===== src/rtl/mem_port_arbiter.sv =====
// Arbitrates the single-ported main memory between the I-cache refill port and
// the D-cache port; D is favoured up to a streak limit, every access has an ack timeout.
module mem_port_arbiter #(
  parameter int ADDR_W         = 32,
  parameter int DATA_W         = 32,
  parameter int MAX_D_STREAK   = 4,
  parameter int TIMEOUT_CYCLES = 64
) (
  input  logic              clk,
  input  logic              rst_n,
  input  logic              i_req,
  input  logic [ADDR_W-1:0] i_addr,
  output logic              i_done,
  output logic [DATA_W-1:0] i_rdata,
  input  logic              d_req,
  input  logic              d_we,
  input  logic [ADDR_W-1:0] d_addr,
  input  logic [DATA_W-1:0] d_wdata,
  output logic              d_done,
  output logic [DATA_W-1:0] d_rdata,
  output logic              mem_req,
  output logic              mem_we,
  output logic [ADDR_W-1:0] mem_addr,
  output logic [DATA_W-1:0] mem_wdata,
  input  logic              mem_ack,
  input  logic [DATA_W-1:0] mem_rdata,
  output logic              err_timeout
);
  localparam int TW = (TIMEOUT_CYCLES > 2) ? $clog2(TIMEOUT_CYCLES) : 1;
  localparam int SW = $clog2(MAX_D_STREAK + 1);
  localparam logic [TW-1:0] TIMER_LAST = TW'(TIMEOUT_CYCLES - 1);
  localparam logic [SW-1:0] STREAK_MAX = SW'(MAX_D_STREAK);

  typedef enum logic [1:0] {S_IDLE, S_BUSY_I, S_BUSY_D} state_t;

  state_t        r_state;
  logic [TW-1:0] r_timer;
  logic [SW-1:0] r_streak;

  logic w_i_ok, w_d_ok, w_d_win, w_finish;

  // A requester whose done is still high is holding a stale request; skip it once.
  assign w_i_ok   = i_req && !i_done;
  assign w_d_ok   = d_req && !d_done;
  assign w_d_win  = w_d_ok && (!w_i_ok || (r_streak < STREAK_MAX));
  assign w_finish = mem_ack || (r_timer == TIMER_LAST);

  always_ff @(posedge clk or negedge rst_n) begin
    if (!rst_n) begin
      r_state     <= S_IDLE;
      r_timer     <= '0;
      r_streak    <= '0;
      i_done      <= 1'b0;
      i_rdata     <= '0;
      d_done      <= 1'b0;
      d_rdata     <= '0;
      mem_req     <= 1'b0;
      mem_we      <= 1'b0;
      mem_addr    <= '0;
      mem_wdata   <= '0;
      err_timeout <= 1'b0;
    end else begin
      i_done      <= 1'b0;
      d_done      <= 1'b0;
      err_timeout <= 1'b0;
      case (r_state)
        S_IDLE: begin
          if (w_d_win) begin
            mem_req   <= 1'b1;
            mem_we    <= d_we;
            mem_addr  <= d_addr;
            mem_wdata <= d_wdata;
            r_timer   <= '0;
            r_state   <= S_BUSY_D;
            if (!w_i_ok)                      r_streak <= '0;
            else if (r_streak != STREAK_MAX)  r_streak <= r_streak + SW'(1);
          end else if (w_i_ok) begin
            mem_req   <= 1'b1;
            mem_we    <= 1'b0;
            mem_addr  <= i_addr;
            mem_wdata <= '0;
            r_timer   <= '0;
            r_streak  <= '0;
            r_state   <= S_BUSY_I;
          end
        end
        S_BUSY_I, S_BUSY_D: begin
          if (w_finish) begin
            mem_req     <= 1'b0;
            err_timeout <= !mem_ack;
            r_state     <= S_IDLE;
            if (r_state == S_BUSY_I) begin
              i_done  <= 1'b1;
              i_rdata <= mem_ack ? mem_rdata : '0;
            end else begin
              d_done <= 1'b1;
              // A completed write leaves the last read data in place.
              if (!mem_ack)    d_rdata <= '0;
              else if (!mem_we) d_rdata <= mem_rdata;
            end
          end else begin
            r_timer <= r_timer + TW'(1);
          end
        end
        default: r_state <= S_IDLE;
      endcase
    end
  end
endmodule


===== config.mk =====
export PLATFORM = sky130hd
export DESIGN_NAME = mem_port_arbiter
export DESIGN_NICKNAME = d
export VERILOG_FILES = /design/src/rtl/mem_port_arbiter.sv
export SDC_FILE = /design/constraint.sdc
export NUM_CORES = 1
export LEC_CHECK = 0
export BUFFER_PORTS_ARGS = -buffer_cell sky130_fd_sc_hd__buf_2
export CAP_MARGIN = 20
export CORE_UTILIZATION = 30
export DETAILED_ROUTE_END_ITERATION = 10
export PLACE_DENSITY = 0.51
export SYNTH_ARGS = -nofsm -noshare
export SYNTH_HDL_FRONTEND = slang
export SYNTH_SLANG_ARGS = --single-unit

===== constraint.sdc =====
create_clock -name clk -period 2.6 [get_ports clk]
set_clock_uncertainty 0.15 [all_clocks]
set_input_delay 0.65 -clock clk [delete_from_list [all_inputs] [get_ports clk]]
set_output_delay 0.65 -clock clk [all_outputs]
set_load 0.1 [all_outputs]

==> results.json <==
{
  "status": "complete, no violations",
  "die_area_sq_mm": 0.0217,
  "r2r-end": "d_rdata[1]$_DFFE_PN0P_",
  "path_clk_slew_ns": 0.06,
  "cts_sinks": 144,
  "grt_overflow": 0,
  "reg2reg_depth": 6,
  "syn_area_sq_mm": 0.00633,
  "cts_root_buf": "clkbuf_16",
  "worstMarginPinSlew_ns": 0.700,
  "hpwlAfterDp_microns": 13300,
  "dr.pass1.iters": 4,
  "die_w_microns": 147,
  "vias": 5453,
  "final-seq-area_sq_mm": 0.00360,
  "syn_nets": 700,
  "cts_max_level": 4,
  "cts_buffers": 17,
  "grt_pass1_vias": 5632,
  "max_slew_margin": 0.533,
  "fp.dieH_microns": 147,
  "finalSetupViolCount": 0,
  "grt_pass1_wl_microns": 30400,
  "postSynthAreaPerCell_sq_um": 11.3,
  "grt_max_degree": 69,
  "ant_nets": 0,
  "yosysWarnings": 0,
  "num_io_pins": 267,
  "synth-seq-area-share": 0.569,
  "post_cts_resized": 0,
  "grtUsageMet2": 0.306,
  "fmax_mhz": 459,
  "track_usage": 0.179,
  "core_area_sq_mm": 0.0205,
  "clock_latency_ns": 0.41,
  "fillers": 2008,
  "wl_microns": 19000,
  "drtIter0Drc": 233,
  "num_rows": 52,
  "cap_violations": 0,
  "crit_type": "flop to flop",
  "portBuffers": 266,
  "route.detailed.drc": 0,
  "initial_utilization": 0.309,
  "endpoint_kind": "flop",
  "multiInputGateArea_sq_mm": 0.00245,
  "ys_types": 38,
  "fin_area_sq_mm": 0.00858,
  "finalCritPeriodShare": 0.837,
  "placed_cell_area_sq_mm": 0.00797,
  "cts_tree": "done",
  "antenna_found_initial": 0,
  "globalplace.congestion": 0.820,
  "crit_path_start_kind": "flop",
  "whs_ns": 0.0309,
  "worstPathMaxFanout": 33,
  "hold_class": "primary input to async pin",
  "antenna_cells": 0,
  "finalSetupTns_ns": 0,
  "slowest_delay_ns": 0.44,
  "areaGrowthSynthToFinish_pct": 35.5,
  "crit_arrival_ns": 2.33,
  "period_minus_slack_ns": 2.18,
  "hold_violations": 0,
  "vias_per_cell": 4.98,
  "path_cells": "inv_1, ha_1, and3_1, a22oi_4, nand2b_4, a22o_1",
  "route.detailed.wl_per_inst_microns": 17.4,
  "cp.required_ns": 2.75,
  "nets": 950,
  "grt_use_met1": 0.214,
  "r2r_slack_ns": 0.42,
  "drv_slew": 0,
  "post_cts_buffers": 0,
  "r2r_start": "r_state[0]$_DFFE_PN0P_",
  "clock_path_buffers": 2,
  "gr-max-usage-layer": "met2",
  "postCtsHoldBufs": 0,
  "cp_slowest_cell": "ha_1",
  "synth_cells": 561,
  "use_met3": 0.0581,
  "drive_gt1_frac": 0.393,
  "ys_seq_elements": 144,
  "grt_setup_unrepaired": "false"
}
[per-layer routing]
metal	wire (microns)	vias up
li1	-	2582
met2	9280	218
met3	1500	10
met5	0	-
met1	8050	2643
met4	176	0
[state kept, by name, summed over array words and instances (netlist names)]
register	flops
i_done	1
err_timeout	1
mem_req	1
mem_wdata	32
r_timer	6
d_rdata	32
mem_we	1
d_done	1
r_state	2
mem_addr	32
r_streak	3
i_rdata	32
[cell type report]
cell class / count / share of cell area
Clock buffer: 18 / 0.0512
Inverter: 9 / 0.00394
Tap cell: 270 / 0.0394
Sequential cell: 144 / 0.420
Timing Repair Buffer: 285 / 0.180
Clock inverter: 14 / 0.0207
Multi-Input combinational cell: 354 / 0.285
[cells by family (layout without fill, tap and decap cells)]
| logic type | Yosys count | after routing | synth area share |
|---|---|---|---|
| compound gates | 188 | 188 | 0.222 |
| flops | 144 | 144 | 0.569 |
| simple gates | 126 | 126 | 0.0966 |
| buf+inv | 63 | 326 | 0.0474 |
| mux | 34 | 34 | 0.0537 |
| fa+ha+maj | 5 | 5 | 0.00988 |
| xor+xnor | 1 | 1 | 0.00138 |
[cell usage in the layout, fill, tap and decap left out, drive strengths merged, types with 4 or more instances in the layout]
cell type	Yosys	routed
inv	9	14
nand2b	5	5
nand2	72	72
dfrtp	144	144
nand3	6	6
nand4	34	34
a31oi	5	5
a22o	98	98
mux2i	34	34
o21ai	69	69
buf	22	285
clkbuf	32	18
a21oi	5	5
clkinvlp	0	4
ha	5	5
[cell usage after synthesis (all sizes together)]
master	count	area share
nand4	34	0.034
inv	9	0.0053
nand3	6	0.0047
ha	5	0.0099
a2111o	1	0.0018
a22oi	1	0.0034
and4b	1	0.0016
o2111a	2	0.0036
nor2	2	0.0012
o31ai	1	0.0012
nor3	1	0.00079
a21oi	5	0.0057
a211oi	1	0.0032
dfrtp	144	0.57
a32o	1	0.0016
o221ai	1	0.0014
nand2b	5	0.0061
nor3b	1	0.0020
o311ai	1	0.0014
xnor2	1	0.0014
mux2i	34	0.054
a22o	98	0.14
a31oi	5	0.0059
o211a	1	0.0016
nand2	72	0.043
and3	2	0.0020
buf	22	0.023
nor2b	2	0.0020
o21ai	69	0.055
clkbuf	32	0.019
o211ai	1	0.0012
[worst max-delay path: cells and delay by family, from the launching register on]
family,cells,cell delay (ns)
fa+ha+maj,1,0.44
compound gates,2,0.39
buf+inv,1,0.07
simple gates,2,0.60
flops,1,0.40
[worst max path at each step]
| stage | start | endpoint | slack (ns) | cells after the start |
|---|---|---|---|---|
| 2_1_floorplan | d_done$_DFF_PN0_ | r_state[0]$_DFFE_PN0P_ | 0.38 | 5 |
| 3_3_place_gp | i_req | mem_addr[4]$_DFFE_PN0P_ | 0.45 | 7 |
| 3_5_place_dp | i_req | mem_addr[9]$_DFFE_PN0P_ | 0.42 | 7 |
| 4_1_cts | r_state[0]$_DFFE_PN0P_ | d_rdata[1]$_DFFE_PN0P_ | 0.42 | 6 |
| 5_1_grt | r_state[0]$_DFFE_PN0P_ | d_rdata[22]$_DFFE_PN0P_ | 0.29 | 6 |
| 6_report | r_state[0]$_DFFE_PN0P_ | d_rdata[1]$_DFFE_PN0P_ | 0.42 | 6 |
[stage by stage]
stage                util  std cells  setup WS, ns
global placement    0.389       1062         0.455
finish              0.419       1094         0.423
global route        0.419       1094         0.294
CTS                 0.419       1094         0.416
floorplan               -        561         0.376
detailed placement  0.389       1062         0.417
Power is left out: the tool's default activity adds up to more than one toggle a clock period on the data nets, which glitch-free logic cannot reach.
